===== src/rtl/mem_arb_pkg.sv =====
// Shared types and default widths for the memory-port arbiter.
package mem_arb_pkg;

    localparam int unsigned ADDR_W_DEF     = 32;
    localparam int unsigned DATA_W_DEF     = 32;
    localparam int unsigned STARVE_MAX_DEF = 4;

    typedef enum logic [1:0] {IDLE, BUSY, RESP} state_t;
    typedef enum logic {OWN_I, OWN_D} owner_t;

endpackage


===== src/rtl/mem_port_arbiter.sv =====
// Merges the fetch and data requesters onto one memory port, one transaction
// at a time; data has priority, bounded by a fetch starvation guard.
module mem_port_arbiter
    import mem_arb_pkg::*;
#(
    parameter int unsigned ADDR_W     = ADDR_W_DEF,
    parameter int unsigned DATA_W     = DATA_W_DEF,
    parameter int unsigned STARVE_MAX = STARVE_MAX_DEF,
    localparam int unsigned MASK_W    = DATA_W / 8
) (
    input  logic              clk,
    input  logic              rst,
    input  logic [ADDR_W-1:0] i_addr,
    input  logic              i_read,
    output logic [DATA_W-1:0] i_rdata,
    output logic              i_resp,
    input  logic [ADDR_W-1:0] d_addr,
    input  logic              d_read,
    input  logic              d_write,
    input  logic [MASK_W-1:0] d_wmask,
    input  logic [DATA_W-1:0] d_wdata,
    output logic [DATA_W-1:0] d_rdata,
    output logic              d_resp,
    output logic [ADDR_W-1:0] mem_addr,
    output logic              mem_read,
    output logic              mem_write,
    output logic [MASK_W-1:0] mem_wmask,
    output logic [DATA_W-1:0] mem_wdata,
    input  logic [DATA_W-1:0] mem_rdata,
    input  logic              mem_resp,
    output logic              err
);

    localparam int unsigned      CNT_W   = $clog2(STARVE_MAX + 1);
    localparam logic [CNT_W-1:0] CNT_MAX = CNT_W'(STARVE_MAX);

    state_t            state_q, state_d;
    owner_t            owner_q, owner_d;
    logic [ADDR_W-1:0] addr_q, addr_d;
    logic [MASK_W-1:0] wmask_q, wmask_d;
    logic [DATA_W-1:0] wdata_q, wdata_d;
    logic              read_q, read_d;
    logic              write_q, write_d;
    logic [DATA_W-1:0] i_rdata_q, i_rdata_d;
    logic [DATA_W-1:0] d_rdata_q, d_rdata_d;
    logic              i_resp_q, i_resp_d;
    logic              d_resp_q, d_resp_d;
    logic              err_q, err_d;
    logic [CNT_W-1:0]  cnt_q, cnt_d;

    logic d_valid;
    logic starve;

    assign d_valid = d_read ^ d_write;
    assign starve  = (cnt_q == CNT_MAX) && i_read;

    // State and datapath registers; reset drops any transaction in flight.
    always_ff @(posedge clk or posedge rst) begin
        if (rst) begin
            state_q   <= IDLE;
            owner_q   <= OWN_I;
            addr_q    <= '0;
            wmask_q   <= '0;
            wdata_q   <= '0;
            read_q    <= 1'b0;
            write_q   <= 1'b0;
            i_rdata_q <= '0;
            d_rdata_q <= '0;
            i_resp_q  <= 1'b0;
            d_resp_q  <= 1'b0;
            err_q     <= 1'b0;
            cnt_q     <= '0;
        end else begin
            state_q   <= state_d;
            owner_q   <= owner_d;
            addr_q    <= addr_d;
            wmask_q   <= wmask_d;
            wdata_q   <= wdata_d;
            read_q    <= read_d;
            write_q   <= write_d;
            i_rdata_q <= i_rdata_d;
            d_rdata_q <= d_rdata_d;
            i_resp_q  <= i_resp_d;
            d_resp_q  <= d_resp_d;
            err_q     <= err_d;
            cnt_q     <= cnt_d;
        end
    end

    // Grant, transfer and response sequencing.
    always_comb begin
        state_d   = state_q;
        owner_d   = owner_q;
        addr_d    = addr_q;
        wmask_d   = wmask_q;
        wdata_d   = wdata_q;
        read_d    = read_q;
        write_d   = write_q;
        i_rdata_d = i_rdata_q;
        d_rdata_d = d_rdata_q;
        i_resp_d  = 1'b0;
        d_resp_d  = 1'b0;
        err_d     = err_q;
        cnt_d     = cnt_q;

        case (state_q)
            IDLE: begin
                if ((d_read && d_write) || mem_resp) begin
                    err_d = 1'b1;
                end
                if (d_valid && !starve) begin
                    state_d = BUSY;
                    owner_d = OWN_D;
                    addr_d  = d_addr;
                    read_d  = d_read;
                    write_d = d_write;
                    wmask_d = d_write ? d_wmask : '0;
                    wdata_d = d_write ? d_wdata : '0;
                    if (!i_read) begin
                        cnt_d = '0;
                    end else if (cnt_q != CNT_MAX) begin
                        cnt_d = cnt_q + CNT_W'(1);
                    end
                end else if (i_read) begin
                    state_d = BUSY;
                    owner_d = OWN_I;
                    addr_d  = i_addr;
                    read_d  = 1'b1;
                    write_d = 1'b0;
                    wmask_d = '0;
                    wdata_d = '0;
                    cnt_d   = '0;
                end else begin
                    cnt_d = '0;
                end
            end
            BUSY: begin
                if (mem_resp) begin
                    state_d = RESP;
                    read_d  = 1'b0;
                    write_d = 1'b0;
                    if (owner_q == OWN_I) begin
                        i_resp_d = 1'b1;
                        if (read_q) begin
                            i_rdata_d = mem_rdata;
                        end
                    end else begin
                        d_resp_d = 1'b1;
                        if (read_q) begin
                            d_rdata_d = mem_rdata;
                        end
                    end
                end
            end
            RESP: begin
                if (mem_resp) begin
                    err_d = 1'b1;
                end
                state_d = IDLE;
            end
            default: begin
                state_d = IDLE;
            end
        endcase
    end

    assign i_rdata   = i_rdata_q;
    assign i_resp    = i_resp_q;
    assign d_rdata   = d_rdata_q;
    assign d_resp    = d_resp_q;
    assign mem_addr  = addr_q;
    assign mem_read  = read_q;
    assign mem_write = write_q;
    assign mem_wmask = wmask_q;
    assign mem_wdata = wdata_q;
    assign err       = err_q;

endmodule

===== config.mk =====
export PLATFORM = sky130hd
export DESIGN_NAME = mem_port_arbiter
export DESIGN_NICKNAME = d
export VERILOG_FILES = /design/src/rtl/mem_arb_pkg.sv /design/src/rtl/mem_port_arbiter.sv
export SDC_FILE = /design/constraint.sdc
export NUM_CORES = 1
export LEC_CHECK = 0
export BUFFER_PORTS_ARGS = -buffer_cell sky130_fd_sc_hd__buf_2
export CAP_MARGIN = 40
export CORE_MARGIN = 1.5
export CORE_UTILIZATION = 44
export CTS_BUF_LIST = sky130_fd_sc_hd__clkbuf_8
export DETAILED_ROUTE_END_ITERATION = 10
export GPL_ROUTABILITY_DRIVEN = 0
export PLACE_DENSITY = 0.9
export SYNTH_ARGS = -nofsm -noshare
export SYNTH_HDL_FRONTEND = slang
export SYNTH_SLANG_ARGS = --single-unit

===== constraint.sdc =====
create_clock -name clk -period 4.4 [get_ports clk]
set_clock_uncertainty 0.15 [all_clocks]
set_input_delay 0.22 -clock clk [delete_from_list [all_inputs] [get_ports clk]]
set_output_delay 0.22 -clock clk [all_outputs]
set_load 0.005 [all_outputs]

==> impl_metrics.toml, run 1 <==
[power]
vdd_ir_drop_max_mv = 0.342
leakage_nw = 4.47
cellPowerDensity_nw_per_um2 = 617
p_sw_share_pct = 34.8
p_total_mw = 5.80
share_comb_of_total_power_pct = 41.8
power.switching_mw = 2.02
p_int_mw = 3.78
sequentialPowerShare_pct = 38.7
p_clk_share_pct = 19.5

[worst_setup_path]
r2r_setup_slack_ns = 1.20
path_class = "reg2reg"
reg2reg_from = "cnt_q[0]"
r2r_cells = 7
critPathCaptureType = "flip-flop"
worstReg2RegEnd = "mem_addr[7]"
cp-start-kind = "flip-flop"
cp.arrival_ns = 3.43
required_ns = 4.62
crit_fanout = 36

[sta]
worst_pin_slew_ns = 0.750
min_period_over_period_pct = 72.8
period_needed_ns = 3.20
slew_headroom_pct = 49.9
setup_viol = 0
rsz0062_at_grt = "false"
final.setup.worst_slack_ns = 1.20
hold_viol_final = 0
maxSlewViolCount = 0
fmax_ghz = 0.312
tns_ns = 0
holdWs_ns = 0.0506

[detailed_routing]
ant_nets = 0
routed_via_density = 5.62
drtIter0Drc = 510
avgRoutedWirePerCell_um = 19.1
num_vias = 6060
drt_wl_total_mm = 20.6
firstDrtPassIters = 5
post-route-drc-count = 0

[worst_hold_path]
hold_end = "mem_read"
hold_path.startpoint = "d_read"
worstHoldPathType = "in2reg"
min_path_cells = 3

[clocking]
htreeDepth = 4
cts-root-buf = "clkbuf_8"
cts_buffer_depth = 2
post-cts-setup-buffers = 0
cts_tree = "yes"
clkTransAtPathRegs_ns = 0.08
cts-resized-gates = 0
cts_inserted_buffers = 17
insertion_delay_ns = 0.43
clkSinkCount = 143

[layout]
antenna_cells = 0
layout.nets = 1031
stdcell_area_um2 = 9400
final_common_cell = "buf_2"
fin_cells = 1079
final_util_pct = 70.4
drive_above_1_share_pct = 40.6
area_growth_pct = 54.7
mostFrequentLayoutCells = "buf_2, dfrtp_1, dlygate4sd3_1, nand3_1"
fill_cells = 887

[synthesis]
ys_types = 29
netlist_area_um2 = 6080
synth-seq-cells = 143
syn_nets = 640
synth_area_per_cell_um2 = 12.2
synthCells = 499
ys_seq_area_share_pct = 58.9
yosys_warnings = 0

[grt]
grtUsageMet2_pct = 48.5
grt_pass1_vias = 6317
grt_use_total_pct = 28.5
antenna_found_initial = 0
grt_use_met3_pct = 7.12
grt_busiest_layer = "met2"
grt_overflow = 0
grt.met1_usage_pct = 32.7
grt_pass1_wl_mm = 32.3
grt_max_degree = 81

[floorplanning]
core_area_um2 = 13300
die_h_um = 121
pin_count = 275
initial_core_util_pct = 45.5
num_rows = 42
die_w_um = 121
die_area_um2 = 14500

[placement]
dp.cells = 912
port_buffers = 274
place_ws_ns = 1.83
hpwlAfterDp_mm = 11.4
placed_area_um2 = 7610

[run]
drv_cap = 0

[outcome]
status = "completed"
[worst max-delay path by stage]
stage / startpoint / end / slack, ns
after global routing: cnt_q[0] / mem_addr[16] / 1.04
after global placement: cnt_q[0] / mem_read / 1.68
final: cnt_q[0] / mem_addr[7] / 1.20
after detailed placement: cnt_q[0] / mem_addr[1] / 1.83
after floorplan: rst / cnt_q[0] / 0.19
after CTS: cnt_q[0] / mem_addr[1] / 1.27
[power groups by stage]
stage,Combinational (mW),Clock [mW],Sequential (mW)
6_report,2.42,1.13,2.24
5_1_grt,2.63,1.22,2.30
4_1_cts,2.35,1.15,2.21
3_5_place_dp,2.02,0,2.23
3_3_place_gp,1.88,0,2.20
2_1_floorplan,1.05,0,2.25
[worst max-delay path, cell delays in order, from the launching register on]
cell           delay (ns)
dfrtp_1              0.41
inv_1                0.08
ha_1                 0.18
nand3_2              0.59
and2_1               0.67
buf_16               0.27
o211ai_1             0.22
dlygate4sd3_1        0.58
[area by class of cell]
cell class                 instances  area (µm²)  share of cell area, %
clock buffer                      19         262                   2.78
timing repair buffer             422        2900                   30.8
tap                              176         220                   2.34
inverter                           5        23.8                  0.253
sequential                       143        3580                   38.1
clock inverter                    13         175                   1.86
multi-input combinational        301        2240                   23.9
[state kept, by name, indices dropped and copies added, names as in the netlist]
signal / cells
cnt_q: 3
d_rdata: 32
d_resp: 1
err: 1
i_rdata: 32
i_resp: 1
mem_addr: 32
mem_read: 1
mem_wdata: 32
mem_wmask: 4
mem_write: 1
owner_q: 1
state_q: 2
[cell usage after synthesis]
library cell  instances  share of area (%)
dfrtp_1             143                 59
nand3_1              70                5.8
mux2_2               39                7.2
o21ai_0              39                3.2
o2bb2ai_1            36                5.2
nand4_1              34                3.5
o211ai_1             33                4.1
mux2_1               25                4.6
buf_2                24                2.0
clkbuf_1             22                1.4
nand2_1               5               0.31
inv_1                 4               0.25
buf_6                 3               0.56
ha_1                  3               0.62
nor2_1                3               0.19
and2_1                2               0.21
nand3_2               2               0.33
a21oi_1               1              0.082
a22oi_1               1               0.12
buf_4                 1               0.12
inv_2                 1              0.062
nand3b_4              1               0.33
nor3_1                1              0.082
nor3b_4               1               0.31
nor4bb_1              1               0.16
o21bai_1              1               0.12
o22ai_1               1               0.10
or2_1                 1               0.10
or2_2                 1               0.10
[cells by family (layout without fill, tap and decap cells)]
logic type / count (synthesis) / count (layout) / synth area share [%]
compound gates: 112 / 112 / 12.9
fa+ha+maj: 3 / 3 / 0.618
buf+inv: 55 / 459 / 4.32
flops: 143 / 143 / 58.9
mux: 64 / 64 / 11.9
simple gates: 122 / 122 / 11.4
[repair_timing]
| action | in CTS | in global routing |
|---|---|---|
| endpoints found under the hold margin | 201 | 0 |
| setup endpoints to repair | 0 | 0 |
| hold buffers | 135 | 0 |
[metal layers]
layer	share of wire, %	vias to the layer above
met1	37	2947
li1	-	2654
met2	51	382
met3	7.9	77
met5	0	-
met4	4.0	0
No activity file was read; power rests on OpenSTA's default activity.
==> run 2: changes to the inputs <==
--- a/config.mk
+++ b/config.mk
@@ -5,14 +5,15 @@
 export SDC_FILE = /design/constraint.sdc
 export NUM_CORES = 1
 export LEC_CHECK = 0
+export ABC_AREA = 1
 export BUFFER_PORTS_ARGS = -buffer_cell sky130_fd_sc_hd__buf_2
 export CAP_MARGIN = 40
 export CORE_MARGIN = 1.5
-export CORE_UTILIZATION = 44
+export CORE_UTILIZATION = 45
 export CTS_BUF_LIST = sky130_fd_sc_hd__clkbuf_8
 export DETAILED_ROUTE_END_ITERATION = 10
 export GPL_ROUTABILITY_DRIVEN = 0
-export PLACE_DENSITY = 0.9
+export PLACE_DENSITY = 0.87
 export SYNTH_ARGS = -nofsm -noshare
 export SYNTH_HDL_FRONTEND = slang
 export SYNTH_SLANG_ARGS = --single-unit
==> constraint.sdc (replaced) <==
create_clock -name clk -period 3.3 [get_ports clk]
set_clock_uncertainty 0.15 [all_clocks]
set_input_delay 0.165 -clock clk [delete_from_list [all_inputs] [get_ports clk]]
set_output_delay 0.165 -clock clk [all_outputs]
set_load 0.005 [all_outputs]
==> run 2 against run 1 <==
- routed wire length rose by 5.9%
- sequential power rose by 31%
- first-iteration DRC count rose by 9.2%
- die area rose by 3.9%
- area after synthesis rose by 6.3%
- global-route usage rose by 0.49 points
- utilization fell by 0.71 points
- worst setup slack got worse by 0.55 ns
- sequential share of layout area fell by 1.2 points
- critical endpoint is now mem_addr[15]
==> impl_metrics.toml, run 2 <==
[synthesis]
yosysTopAreaCell = "dfrtp_1"
synth_top_area_share_pct = 55.4
synth-seq-cells = 143
syn_nets = 945
netlist_area_um2 = 6460
ys_seq_area_share_pct = 55.4
synth_flop_cell = "dfrtp_1"
synthCells = 804
ys_types = 24
post-synth-top-count-cell = "nand2_1"
synth_area_per_cell_um2 = 8.04
async_reset_ff_share_pct = 100
yosys_warnings = 0
netlist_top_cells_count = "nand2_1, dfrtp_1, inv_1"
synth-edff-count = 0
synth_area_leaders = "dfrtp_1, nand2_1, nand3_1"

[power]
cellPowerDensity_nw_per_um2 = 725
p_clk_share_pct = 20.4
power.switching_mw = 2.59
sequentialPowerShare_pct = 41.5
vdd_ir_drop_max_mv = 0.321
p_sw_share_pct = 36.8
leakage_nw = 5.43
share_comb_of_total_power_pct = 38.1
p_int_mw = 4.45

[placement]
hpwlAfterDp_mm = 11.4
port_buffers = 274
placed_area_um2 = 7950

[worst_setup_path]
cp.arrival_ns = 2.85
crit_path_end = "mem_addr[15]"
critPathCaptureType = "flip-flop"
slowest_stage = "buf_4"
critPathLaunch = "d_read"
required_ns = 3.49
path_class = "in2reg"
r2r_setup_slack_ns = 0.70
worstPathCellList = "dlygate4sd3_1, buf_2, ha_2, buf_4, nand3_1, nand3_1, dlygate4sd3_1, nand2_1"
reg2reg_from = "cnt_q[0]"
crit_fanout = 70
worstReg2RegEnd = "mem_addr[15]"
r2r_cells = 8
cp-start-kind = "input pin"
slowest_delay_ns = 0.60

[layout]
mostFrequentLayoutCells = "nand2_1, buf_2, dfrtp_1, dlygate4sd3_1, inv_1"
final_common_cell = "nand2_1"
drive_above_1_share_pct = 26.8
layout.nets = 1335
fill_cells = 995
antenna_cells = 0
area_growth_pct = 50.3
final_util_pct = 69.7
stdcell_area_um2 = 9710

[detailed_routing]
wl_met3_mm = 2.01
met2WireLength_mm = 11.0
post-route-drc-count = 0
ant_nets = 0
top_layer = "met4"
avgRoutedWirePerCell_um = 15.7
num_vias = 7096
drt_wl_total_mm = 21.8
drtIter0Drc = 557
wl_met1_mm = 7.97
routed_via_density = 5.12
firstDrtPassIters = 8

[grt]
grt_use_total_pct = 29.0
grt_pass1_vias = 7081
grt_max_degree = 144
grt_pass1_wl_mm = 33.7
antenna_found_initial = 0
grt_overflow = 0

[floorplanning]
pin_count = 275
die_w_um = 123
core_area_um2 = 13900
die_area_um2 = 15100
initial_core_util_pct = 46.4
die_h_um = 123
num_rows = 43

[sta]
period_needed_ns = 2.66
fmax_ghz = 0.376
slew_headroom_pct = 45.9
rsz0062_at_grt = "false"
setup_viol = 0
holdWs_ns = 0.0204
min_period_over_period_pct = 80.5
tns_ns = 0
maxSlewViolCount = 0
hold_viol_final = 0
worst_pin_slew_ns = 0.811

[clocking]
cts_tree = "yes"
clkTransAtPathRegs_ns = 0.08
htreeDepth = 4
cts_buffer_depth = 2
insertion_delay_ns = 0.45
cts-root-buf = "clkbuf_8"
clkSinkCount = 143
cts_inserted_buffers = 17
cts-resized-gates = 0

[outcome]
status = "completed"

[worst_hold_path]
hold_path.startpoint = "d_write"
worstHoldPathType = "in2reg"

[run]
drv_cap = 0
run 2: cell count changes after synthesis, moves of 3 or more:
cell       change
nand3_1        -3
clkbuf_1       -8
mux2_2        -39
mux2_1        -25
o211ai_1      -33
nand3b_1      +36
o2bb2ai_1     -36
buf_4          +3
inv_1         +69
nand4_1       -33
nand2_1      +373
run 2: worst min-delay path by stage:
| stage | endpoint | slack, ns | depth (start not counted) |
|---|---|---|---|
| 2_1_floorplan | state_q[0] | 0.12 | 1 |
| 3_3_place_gp | d_rdata[2] | 0.23 | 3 |
| 3_5_place_dp | d_rdata[24] | 0.23 | 3 |
| 4_1_cts | err | 0.001 | 4 |
| 5_1_grt | err | 0.03 | 4 |
| 6_report | err | 0.02 | 4 |
run 2: area by class of cell:
class                           instances  area, µm²  area share [%]
Sequential cell                       143       3580            36.8
Timing Repair Buffer                  419       2850            29.4
Multi-Input combinational cell        538       2360            24.3
Inverter                               75        288            2.96
Clock buffer                           17        234            2.41
Tap cell                              180        225            2.32
Clock inverter                         15        171            1.76
run 2: worst max-delay path: cells and delay by family:
kind | cells | cell delay (ns)
and+or+nand+nor | 3 | 0.42
buffers and inverters | 4 | 1.84
adders and majority gates | 1 | 0.36
run 2: cell families after synthesis:
family,Yosys count,share of synthesized area [%]
buffers and inverters,123,8.07
AO/OA/AOI/OAI,43,3.33
flip-flops,143,55.4
adder cells (fa/ha/maj),3,0.581
AND/OR/NAND/NOR,492,32.6
run 2: through the flow:
step / power, mW / std cells / worst slack, ns
4_1_cts: 6.94 / 1387 / 0.794
3_3_place_gp: 5.10 / 1217 / 1.26
2_1_floorplan: 4.12 / 804 / 1.19
5_1_grt: 7.53 / 1387 / 0.588
6_report: 7.04 / 1387 / 0.642
3_5_place_dp: 5.24 / 1219 / 1.28
run 2: power by group through the flow:
stage               logic (mW)  registers [mW]  clock network [mW]
detailed placement        2.34            2.90                   0
global route              2.99            3.00                1.54
floorplan                 1.18            2.95                   0
global placement          2.20            2.90                   0
finish                    2.68            2.93                1.44
CTS                       2.59            2.89                1.46
run 2: metal layers:
| metal | track usage (%) | vias to the layer above |
|---|---|---|
| met3 | 8.46 | 88 |
| li1 | - | 3258 |
| met1 | 32.8 | 3303 |
| met5 | 0 | - |
| met4 | 14.8 | 0 |
| met2 | 49.6 | 447 |
run 2: what timing repair did:
| action | 4_1_cts | 5_1_grt |
|---|---|---|
| endpoints found under the hold margin | 284 | 0 |
| hold buffers | 136 | 0 |
| endpoints found under the setup margin | 0 | 0 |
| buffers inserted | 0 | 0 |
==> run 3: changes to the inputs <==
==> constraint.sdc (replaced) <==
create_clock -name clk -period 2.8 [get_ports clk]
set_clock_uncertainty 0.15 [all_clocks]
set_input_delay 0.14 -clock clk [delete_from_list [all_inputs] [get_ports clk]]
set_output_delay 0.14 -clock clk [all_outputs]
set_load 0.005 [all_outputs]
==> run 3 against run 2 <==
- the flow now finishes with violations (setup timing)
- combinational power grew 19%
- via count grew 1.7%
- global-route usage grew 0.41 points
- routed wire length grew 1.6%
- sequential power grew 18%
- sequential cell count is the same
- die area is the same
- critical path type unchanged
- critical endpoint is now mem_addr[6]
- highest routed layer unchanged
==> impl_metrics.toml, run 3 (synthesized netlist as in run 2, its figures left out) <==
[sta]
final.setup.worst_slack_ns = -0.0243
slew_headroom_pct = 49.4
period_needed_ns = 2.82
min_period_over_period_pct = 101
setup_viol = 1
holdWs_ns = 0.202
maxSlewViolCount = 0
worst_pin_slew_ns = 0.760
hold_viol_final = 0
rsz0062_at_grt = "false"
fmax_ghz = 0.354

[detailed_routing]
post-route-drc-count = 0
drt_wl_total_mm = 22.2
drtIter0Drc = 622
avgRoutedWirePerCell_um = 15.9
routed_via_density = 5.18
ant_nets = 0
firstDrtPassIters = 5
num_vias = 7217

[placement]
hpwlAfterDp_mm = 11.8
port_buffers = 274
dp.cells = 1223

[layout]
mostFrequentLayoutCells = "nand2_1, buf_2, dfrtp_1, dlygate4sd3_1, inv_1"
fin_cells = 1392
antenna_cells = 0
drive_above_1_share_pct = 27.1
layout.nets = 1340
area_growth_pct = 51.9
final_common_cell = "nand2_1"

[clocking]
cts-root-buf = "clkbuf_8"
post-cts-setup-buffers = 0
cts_tree = "yes"
clkTransAtPathRegs_ns = 0.09
cts_inserted_buffers = 17
htreeDepth = 4
insertion_delay_ns = 0.43
cts_buffer_depth = 2
clkSinkCount = 143

[floorplanning]
pin_count = 275
die_w_um = 123
die_area_um2 = 15100
num_rows = 43
core_area_um2 = 13900
die_h_um = 123
initial_core_util_pct = 46.4

[grt]
grt.met1_usage_pct = 33.4
grt_max_degree = 61
grt_overflow = 0
grt_use_total_pct = 29.4
grtUsageMet2_pct = 50.0
grt_pass1_wl_mm = 34.2
grt_use_met3_pct = 7.71
antenna_found_initial = 0
grt_pass1_vias = 7200
grt_busiest_layer = "met2"

[worst_setup_path]
cp.arrival_ns = 3.02
cp-start-kind = "input pin"
critPathCaptureType = "flip-flop"
required_ns = 2.99
path_class = "in2reg"
crit_fanout = 44

[power]
power.switching_mw = 3.08
p_sw_share_pct = 35.7
p_int_mw = 5.54
p_clk_share_pct = 22.9
share_comb_of_total_power_pct = 37.0
vdd_ir_drop_max_mv = 0.418
leakage_nw = 5.49
cellPowerDensity_nw_per_um2 = 879
sequentialPowerShare_pct = 40.0

[outcome]
violations = "setup timing"
status = "complete, but fails checks"

[run]
drv_cap = 0

[worst_hold_path]
worstHoldPathType = "in2reg"
## run 3: changes by cell type in the layout (fill, tap and decap cells not counted), sizes merged
cell and change:
clkinvlp -4, clkbuf +1, buf +4, dlygate4sd3 +1, bufinv +3
## run 3: path summary, 6_finish.rpt
check / from / to / slack (ns) / depth (start not counted)
worst min-delay path: d_write / mem_write / 0.20 / 4
worst min register to register: err / err / 0.32 / 2
worst max register to register: cnt_q[0] / mem_addr[6] / 0.37 / 8
max in group asynchronous: rst / mem_addr[30] / 1.63 / 4
min in group asynchronous: rst / d_rdata[16] / 0.25 / 4
worst max-delay path: d_read / mem_addr[6] / -0.02 / 9
## run 3: power by group through the flow
stage | Combinational (mW) | Sequential, mW | Clock (mW)
final | 3.19 | 3.45 | 1.98
after global routing | 3.54 | 3.53 | 2.11
after CTS | 3.05 | 3.41 | 2.02
after detailed placement | 2.75 | 3.42 | 0
after global placement | 2.64 | 3.40 | 0
after floorplan | 1.38 | 3.47 | 0
## run 3: critical path: stages
cell,delay [ns]
dlygate4sd3_1,0.55
buf_2,0.14
ha_2,0.34
buf_4,0.34
buf_4,0.48
nand3_1,0.19
nand3_1,0.15
dlygate4sd3_1,0.58
nand2_1,0.06
## run 3: through the flow
stage               worst slack [ns]  area, µm²  utilization [%]  setup TNS (ns)  power, mW
CTS                            0.176       9810             70.4               0       8.48
floorplan                      0.719       6460                -               0       4.86
detailed placement             0.748       7960             57.1               0       6.17
global placement               0.759       7930             56.9               0       6.04
finish                       -0.0243       9820             70.4         -0.0243       8.63
global route                 0.00708       9820             70.4               0       9.17
## run 3: layout make-up
type / instances / area (µm²)
fill: 919 / 4120
sequential: 143 / 3580
timing repair buffer: 424 / 2870
multi-input combinational: 538 / 2370
inverter: 75 / 288
clock buffer: 18 / 248
clock inverter: 14 / 236
tap: 180 / 225
## run 3: what timing repair did
action	4_1_cts	5_1_grt
endpoints found under the setup margin	0	9
gates resized for setup	0	1
hold buffers	137	0
endpoints found under the hold margin	284	0
## run 3: layer usage
| metal | vias up | wire, µm | share of wire (%) |
|---|---|---|---|
| li1 | 3255 | - | - |
| met2 | 490 | 11100 | 50 |
| met3 | 105 | 2030 | 9.1 |
| met1 | 3367 | 8090 | 36 |
| met5 | - | 0 | 0 |
| met4 | 0 | 938 | 4.2 |
